===== src/rtl/sm2201_pkg.sv =====
// rtl/sm2201_pkg.sv - shared types and constants for the nibble assembler
package sm2201_pkg;

    localparam int NIBBLE_W       = 4;
    localparam int BYTE_W         = 8;
    localparam int SETTLE_CYC_DEF = 2;

    // Acquisition FSM, 2-bit encoding
    typedef enum logic [1:0] {
        ST_IDLE   = 2'd0,
        ST_SEL_LO = 2'd1,
        ST_SEL_HI = 2'd2,
        ST_HOLD   = 2'd3
    } state_t;

endpackage


===== src/rtl/sm2201_nibble_assembler_if.sv =====
// rtl/sm2201_nibble_assembler_if.sv - mux-side and ISA-side signal bundle
// master: drives start, q_in, data_ack; observes ws, data_out, data_valid, busy, overrun
// slave : the assembler itself
interface sm2201_nibble_assembler_if;
    import sm2201_pkg::*;

    logic                start;
    logic [NIBBLE_W-1:0] q_in;
    logic                ws;
    logic [BYTE_W-1:0]   data_out;
    logic                data_valid;
    logic                data_ack;
    logic                busy;
    logic                overrun;

    modport master (
        output start, q_in, data_ack,
        input  ws, data_out, data_valid, busy, overrun
    );

    modport slave (
        input  start, q_in, data_ack,
        output ws, data_out, data_valid, busy, overrun
    );
endinterface


===== src/rtl/sm2201_settle_timer.sv =====
// rtl/sm2201_settle_timer.sv - loadable 4-bit settle counter with terminal count
// clk, rst_n : clock, async active-low reset
// load       : load count with load_val (wins over en)
// en         : increment count
// tc         : count equals TERMINAL
module sm2201_settle_timer #(
    parameter logic [3:0] TERMINAL = 4'd1
) (
    input  logic       clk,
    input  logic       rst_n,
    input  logic       load,
    input  logic [3:0] load_val,
    input  logic       en,
    output logic       tc
);

    logic [3:0] count;

    always_ff @(posedge clk or negedge rst_n) begin
        if (!rst_n) begin
            count <= 4'd0;
        end else if (load) begin
            count <= load_val;
        end else if (en) begin
            count <= count + 4'd1;
        end
    end

    assign tc = (count == TERMINAL);

endmodule


===== src/rtl/sm2201_nibble_assembler.sv =====
// rtl/sm2201_nibble_assembler.sv - assembles one byte from two muxed nibbles
// clk, rst_n : clock, async active-low reset
// bus        : slave side of sm2201_nibble_assembler_if
//              start/q_in/data_ack in; ws/data_out/data_valid/busy/overrun out
import sm2201_pkg::*;

module sm2201_nibble_assembler #(
    parameter int SETTLE_CYC = SETTLE_CYC_DEF
) (
    input  logic                       clk,
    input  logic                       rst_n,
    sm2201_nibble_assembler_if.slave   bus
);

    // Count runs 0..SETTLE_CYC-1 in each select state; capture on the last one
    localparam logic [3:0] TC_VAL = 4'(SETTLE_CYC - 1);

    state_t            state_q, state_d;
    logic              ws_q, ws_d;
    logic [BYTE_W-1:0] dout_q, dout_d;
    logic              dv_q, dv_d;
    logic              busy_q, busy_d;
    logic              ovr_q, ovr_d;
    logic              refused;
    logic              tmr_load;
    logic              tmr_en;
    logic              tc;

    // Clearing on every state change gives each state a fresh settle window
    assign tmr_load = (state_d != state_q);
    assign tmr_en   = (state_q == ST_SEL_LO) || (state_q == ST_SEL_HI);

    sm2201_settle_timer #(
        .TERMINAL (TC_VAL)
    ) u_timer (
        .clk      (clk),
        .rst_n    (rst_n),
        .load     (tmr_load),
        .load_val (4'd0),
        .en       (tmr_en),
        .tc       (tc)
    );

    always_ff @(posedge clk or negedge rst_n) begin
        if (!rst_n) begin
            state_q <= ST_IDLE;
            ws_q    <= 1'b0;
            dout_q  <= '0;
            dv_q    <= 1'b0;
            busy_q  <= 1'b0;
            ovr_q   <= 1'b0;
        end else begin
            state_q <= state_d;
            ws_q    <= ws_d;
            dout_q  <= dout_d;
            dv_q    <= dv_d;
            busy_q  <= busy_d;
            ovr_q   <= ovr_d;
        end
    end

    always_comb begin
        state_d = state_q;
        ws_d    = ws_q;
        dout_d  = dout_q;
        dv_d    = dv_q;
        ovr_d   = ovr_q;
        refused = 1'b0;
        case (state_q)
            ST_IDLE: begin
                if (bus.start) begin
                    state_d = ST_SEL_LO;
                    ws_d    = 1'b0;
                end
            end
            ST_SEL_LO: begin
                refused = bus.start;
                if (tc) begin
                    dout_d[NIBBLE_W-1:0] = bus.q_in;
                    ws_d                 = 1'b1;
                    state_d              = ST_SEL_HI;
                end
            end
            ST_SEL_HI: begin
                refused = bus.start;
                if (tc) begin
                    dout_d[BYTE_W-1:NIBBLE_W] = bus.q_in;
                    dv_d                      = 1'b1;
                    ws_d                      = 1'b0;
                    state_d                   = ST_HOLD;
                end
            end
            ST_HOLD: begin
                if (bus.data_ack) begin
                    dv_d = 1'b0;
                    // A start alongside the ack is a legal hand-off, so overrun is left alone
                    if (bus.start) begin
                        state_d = ST_SEL_LO;
                    end else begin
                        state_d = ST_IDLE;
                        ovr_d   = 1'b0;
                    end
                end else begin
                    refused = bus.start;
                end
            end
            default: state_d = ST_IDLE;
        endcase
        if (refused) begin
            ovr_d = 1'b1;
        end
        busy_d = (state_d != ST_IDLE);
    end

    assign bus.ws         = ws_q;
    assign bus.data_out   = dout_q;
    assign bus.data_valid = dv_q;
    assign bus.busy       = busy_q;
    assign bus.overrun    = ovr_q;

endmodule


===== src/flat_wrapper.sv =====
// flat-port wrapper written by rule: the top's interface ports become plain ports
module sm2201_nibble_assembler_flat 
#(
    parameter int SETTLE_CYC = SETTLE_CYC_DEF
)
  (clk, rst_n, bus_start, bus_q_in, bus_data_ack, bus_ws, bus_data_out, bus_data_valid, bus_busy, bus_overrun);
  sm2201_nibble_assembler_if bus_i ();
  input  logic clk;
  input  logic rst_n;
  input wire logic [$bits(bus_i.start)-1:0] bus_start;
  input wire logic [$bits(bus_i.q_in)-1:0] bus_q_in;
  input wire logic [$bits(bus_i.data_ack)-1:0] bus_data_ack;
  output wire logic [$bits(bus_i.ws)-1:0] bus_ws;
  output wire logic [$bits(bus_i.data_out)-1:0] bus_data_out;
  output wire logic [$bits(bus_i.data_valid)-1:0] bus_data_valid;
  output wire logic [$bits(bus_i.busy)-1:0] bus_busy;
  output wire logic [$bits(bus_i.overrun)-1:0] bus_overrun;
  assign bus_i.start = bus_start;
  assign bus_i.q_in = bus_q_in;
  assign bus_i.data_ack = bus_data_ack;
  assign bus_ws = bus_i.ws;
  assign bus_data_out = bus_i.data_out;
  assign bus_data_valid = bus_i.data_valid;
  assign bus_busy = bus_i.busy;
  assign bus_overrun = bus_i.overrun;
  sm2201_nibble_assembler #(.SETTLE_CYC(SETTLE_CYC)) u_core (.clk(clk), .rst_n(rst_n), .bus(bus_i));
endmodule

===== config.mk =====
export PLATFORM = sky130hd
export DESIGN_NAME = sm2201_nibble_assembler_flat
export DESIGN_NICKNAME = d
export VERILOG_FILES = /design/src/rtl/sm2201_pkg.sv /design/src/rtl/sm2201_nibble_assembler_if.sv /design/src/rtl/sm2201_settle_timer.sv /design/src/rtl/sm2201_nibble_assembler.sv /design/src/flat_wrapper.sv
export SDC_FILE = /design/constraint.sdc
export NUM_CORES = 1
export LEC_CHECK = 0
export ABC_AREA = 1
export BUFFER_PORTS_ARGS = -buffer_cell sky130_fd_sc_hd__buf_4
export CORE_UTILIZATION = 53
export CTS_CLUSTER_DIAMETER = 60
export CTS_CLUSTER_SIZE = 14
export DETAILED_ROUTE_END_ITERATION = 8
export GPL_ROUTABILITY_DRIVEN = 0
export PLACE_DENSITY = 0.78
export SYNTH_ARGS = -nofsm -noshare
export SYNTH_HDL_FRONTEND = slang
export SYNTH_SLANG_ARGS = --single-unit

===== constraint.sdc =====
create_clock -name clk -period 1.7 [get_ports clk]
set_input_delay 0.085 -clock clk [delete_from_list [all_inputs] [get_ports clk]]
set_output_delay 0.085 -clock clk [all_outputs]
set_load 0.05 [all_outputs]

=== After elaboration in Yosys (flattened, before gate mapping) ===
Cells that the tools add are included.

* Flip-flop bits (word level): 18
* Word-level logic and storage cells: 53
* Input port bits: 8

* Muxes and demuxes: 20
* Reductions and logical operators: 14
* $add $sub $neg: 1
* Equality and inequality tests: 10

{| class="wikitable"
|+ Operator list
! operator !! number
|-
| $mux W1 || 10
|-
| $reduce_bool A2 Y1 || 5
|-
| $mux W2 || 4
|-
| $mux W4 || 2
|-
| $pmux W2 S4 || 1
|-
| $ne A2 B1 Y1 const B || 3
|-
| $reduce_and A3 Y1 || 2
|-
| $add A4 B1 Y4 const B || 1
|-
| $eq A2 B2 Y1 const B || 2
|-
| $eq A4 B1 Y1 const B || 1
|-
| $ne A2 B2 Y1 const B || 2
|-
| $pmux W1 S2 || 2
|-
| $reduce_and A2 Y1 || 2
|-
| $reduce_and A4 Y1 || 1
|-
| $pmux W1 S3 || 1
|-
| $reduce_bool A3 Y1 || 1
|-
| $eq A2 B1 Y1 const B || 1
|-
| $logic_not A2 Y1 || 1
|-
| $ne A2 B2 Y1 || 1
|-
| $reduce_or A2 Y1 || 1
|-
| $logic_or A1 B1 Y1 || 1
|}

=== Logic depth before layout (Yosys ltp) ===
* Depth after elaboration: 5
* Depth in mapped cells: 11
* Depth with buffers taken out: 11

=== Modules after synthesis ===
A second synthesis with hierarchy kept.

* Cell total of the unflattened synthesis: 119
* Area, all modules: 988.4 µm²

{| class="wikitable"
|+ Modules (own cells, without submodules)
! module !! cells an instance !! instances !! area each (µm²)
|-
| sm2201_nibble_assembler || 89 || 1 || 742.0
|-
| sm2201_settle_timer || 30 || 1 || 246.5
|}

=== Least setup slack after synthesis ===
Ideal clock, no wire load.

* Kind: flip-flop to flip-flop
* Start: register u_core.state_q[0]
* End: register u_core.busy_q, in the netlist u_core.bus.busy
* Setup slack: 0.212 ns
* Clock period less this slack: 1.488 ns
* Arrival: 1.364 ns
* Library setup time: 0.124 ns
* Path buffers: 0
* Stages on the path, launching flop included: 12
* Cell sequence: dfrtp_1 inv_2 ha_1 inv_1 nand2_1 nor2_1 nand2_1 nand2_2 nand2_2 o21ai_2 inv_2 or2_1

* Cells in the longest elaborated chain, start to end: 3

{| class="wikitable"
|+ Ends and longest elaborated chain
! element !! line !! text
|-
| from (decl) || sm2201_nibble_assembler.sv:18 || <nowiki>state_t state_q, state_d;</nowiki>
|-
| from (signal assigned) || sm2201_nibble_assembler.sv:53 || <nowiki>state_q <= state_d;</nowiki>
|-
| $eq A2 B2 Y1 (tied with other cells) || sm2201_nibble_assembler.sv:69 || <nowiki>case (state_q)</nowiki>
|-
| $pmux W2 S4 * || sm2201_nibble_assembler.sv:69 ||
|-
| named net u_core.state_d[0] || sm2201_nibble_assembler.sv:18 ||
|-
| $reduce_bool A2 Y1 * || sm2201_nibble_assembler.sv:112 || <nowiki>busy_d = (state_d != ST_IDLE);</nowiki>
|-
| named net u_core.busy_d || sm2201_nibble_assembler.sv:22 || <nowiki>logic busy_q, busy_d;</nowiki>
|-
| to (signal assigned) || sm2201_nibble_assembler.sv:57 || <nowiki>busy_q <= busy_d;</nowiki>
|-
| to (decl) || sm2201_nibble_assembler.sv:22 ||
|}

Mark *: on every way through the listed nets, which the timed path passes. The rest lies on a longest branch.
A chain may end at the register's enable or synchronous reset.

=== Worst setup path in the final report ===
* Start: register u_core.state_q[1]
* End: register u_core.busy_q, in the netlist u_core.bus.busy

* Cells in the longest elaborated chain, start to end: 3

{| class="wikitable"
|+ Ends and longest elaborated chain
! element !! line
|-
| $eq A2 B2 Y1 (tied with other cells) || sm2201_nibble_assembler.sv:69
|-
| $pmux W2 S4 * || sm2201_nibble_assembler.sv:69
|-
| named net u_core.state_d[0] || sm2201_nibble_assembler.sv:18
|-
| $reduce_bool A2 Y1 * || sm2201_nibble_assembler.sv:112
|-
| named net u_core.busy_d || sm2201_nibble_assembler.sv:22
|}

Marked as above.

==> summary.md <==
| Metric | Value |
|---|---|
| Dpl cells | `159` |
| Clk buf depth | `2` |
| Cells after synthesis | `roughly 110` |
| Die Y | `about 45 um` |
| Final setup TNS | `0 ps` |
| Worst hold slack | `roughly 50 ps` |
| Flip-flop and latch area | `453 sq um` |
| DR WL/cell | `11.5 um` |
| DP Worst Slack | `80.7 ps` |
| Post-synth EDFFs | `0` |
| Clk sink count | `18` |
| Setup ws final | `roughly 90 ps` |
| Setup slack, reg-to-reg | `90 ps` |
| Residual DRC | `0` |
| Number of global-route vias before repair | `744` |
| ANT nets after route | `0` |
| # diodes | `0` |
| First-pass GRT wire length | `3130 um` |
| Cts bufs inserted | `3` |
| Min-Delay Startpoint | `bus_start` |
| Total grt overflow | `0` |
| Initial DRT Pass Iterations | `4` |
| Die width | `45.2 um` |
| Final Util | `73.3%` |
| Root buffer cell | `clkbuf_4` |
| Post-synth top area share | `45.6%` |
| F_max | `0.621 GHz` |
| Die area | `0.00204 sq mm` |
| Final Power | `around 2.7 mW` |
| Fin. max-slew vios | `0` |
| Worst-path clk slew | `110 ps` |
| Top cells by area, synth | `dfrtp_1, nand2_1, ha_1` |
| Fillers | `between 100 and 150` |
| Share of cells above drive strength 1 | `between 30% and 40%` |
| Critical path, cell by cell | `inv_1 -> ha_1 -> inv_2 -> or2_1 -> o21ai_2 -> inv_2 -> or2_1` |
| R2R cell count | `7` |
| Fin crit period | `1610 ps` |
| Part of the cycle the worst path needs | `94.7%` |
| Area post-placement | `0.00117 sq mm` |
| Final Non-Filler Cells | `around 170` |
| I/O Pins | `20` |
| Final net count | `roughly 160` |
| Port Buffer Count | `19` |
| Reg2reg start | `u_core.state_q[1]` |
| Post-synth top area cell | `dfrtp_1` |
| Ys flop type | `dfrtp_1` |
| Layout area overhead | `29.4%` |
| Clock Skew | `12.3 ps` |
| Core Area | `0.00175 sq mm` |
| Crit-path leading delay family | `simple AND/OR/NAND/NOR gates` |
| Peak VDD IR | `0.00117 V` |
| Critical path type | `flip-flop to flip-flop` |
| Max incr delay on CP | `460 ps` |
| Largest net degree at the start of global routing | `19` |
| Max_cap viols | `0` |
| Arrival @ worst endpoint | `1820 ps` |
| Hold Path Cell Cnt | `3` |
| Crit path max fanout | `6` |
| Effective utilization at floorplan | `between 50% and 60%` |
| Max H-tree Level | `1` |
| Flops & latches, synth | `18` |
| Ys Warns | `0` |
| Synth Cell Area | `about 990 sq um` |
| Post-DP HPWL | `1390 um` |
| Critical path buffers and inverters | `3` |
| Final hold violation count | `0` |
| RSZ-0062 raised after global routing | `no` |
| Library cells used by synthesis | `20` |
| Setup violators final | `0` |
| Multi-input logic area | `502 sq um` |
| Slew @ Worst Pin | `around 230 ps` |
| Min-Delay Path Class | `input port to flip-flop` |
| Syn Area/Cell | `roughly 8.7 sq um` |
| Critical Path RT | `~1900 ps` |
| All-layer global routing usage | `21.5%` |
| Pwr dens | `2120 mW/mm^2` |
| Initial antenna violation count | `0` |
| DR vias/cell | `4.83` |
| CP endpoint kind | `flip-flop` |
| Sequential element share of the synthesized area | `45.6%` |
| Status | `finished, final reports clean` |
| Total wire length | `1940 um` |
| Slew headroom | `a little over four fifths` |
| Worst-Skew Late Latency | `310 ps` |
| CTS tree | `built` |
| Worst Hold Path EP | `u_core.bus.overrun` |
| Std cell rows | `15` |
| 1st-iter DRT viols | `6` |
| Leakage | `0.648 nW` |
| Most frequent cell after synthesis | `nand2_1` |
| Synth top cells by count | `nand2_1, dfrtp_1, inv_1` |
| Via count | `between 800 and 900` |
| Final instance area | `between 0.001 and 0.0015 sq mm` |
| Async SR Flop Fraction | `between 90% and 100%` |
| Setup crit start kind | `flip-flop` |
| Mapped Nets | `128` |
| CP max stage cell | `dfrtp_2` |
| R2R Path End | `u_core.bus.busy` |
## state kept, by name, indices dropped and copies added (netlist names)
register / flops
u_core.bus.overrun: 1
u_core.u_timer.count: 4
u_core.bus.busy: 1
u_core.bus.data_valid: 1
u_core.bus.ws: 1
u_core.state_q: 2
u_core.bus.data_out: 8
## per-layer routing
layer	GRT usage, %	vias up	share of wire, %
met4	12.7	0	2.2
met5	0	-	0
met1	27.6	376	44
met2	33.6	13	51
met3	4.00	7	2.8
li1	-	420	-
## cells in the final DEF, fill, tap and decap left out, drive strengths merged
cell type | synthesis | layout
o21ai | 8 | 8
clkbuf | 0 | 4
buf | 0 | 21
a21oi | 1 | 1
nand4 | 2 | 2
nor2 | 2 | 2
nand3 | 8 | 8
nor3 | 4 | 4
ha | 6 | 6
or2 | 2 | 2
dlygate4sd3 | 0 | 5
xnor2 | 1 | 1
inv | 13 | 13
nand2 | 47 | 47
dfrtp | 18 | 18
xor2 | 2 | 2
## worst max-delay path by stage
stage	from	to	slack, ps	depth (start not counted)
2_1_floorplan	u_core.state_q[0]	u_core.bus.busy	210	11
3_3_place_gp	u_core.state_q[0]	u_core.bus.busy	90	11
3_5_place_dp	u_core.state_q[0]	u_core.bus.busy	80	11
4_1_cts	u_core.state_q[0]	u_core.bus.busy	70	11
5_1_grt	u_core.state_q[1]	u_core.u_timer.count[3]	4	10
6_report	u_core.state_q[1]	u_core.bus.busy	90	7
## report_power, final
| part | switching, mW | internal [mW] |
|---|---|---|
| combinational | 1.13 | 0.558 |
| clock | 0.141 | 0.131 |
| sequential | 0.125 | 0.619 |
## area by class of cell
type	count	area share, %
multi-input cells	83	39.2
flip-flops and latches	18	35.4
repair buffers	26	16.2
inverters	13	3.82
clock buffers	4	2.84
well taps	25	2.45
## logic make-up (layout without fill, tap and decap cells)
logic type / Yosys count / in the layout / synth area share [%]
flops: 18 / 18 / 45.6
simple gates: 65 / 65 / 34.3
fa+ha+maj: 6 / 6 / 7.59
xor+xnor: 3 / 3 / 2.66
buf+inv: 13 / 43 / 4.94
compound gates: 9 / 9 / 4.94
## repair_timing
item / 4_1_cts / 5_1_grt
setup endpoints to repair: 0 / 5
resized for setup: 0 / 6
buffers inserted: 0 / 1
hold buffers: 5 / 0
hold endpoints to repair: 24 / 0
## worst register-to-register path: cells and delay by family, from the launching register on
kind,cells,cell delay [ps]
buffers and inverters,3,240
adder cells (fa/ha/maj),1,170
flip-flops,1,460
AO/OA/AOI/OAI,1,160
AND/OR/NAND/NOR,2,490
No activity file was read; power rests on OpenSTA's default activity.
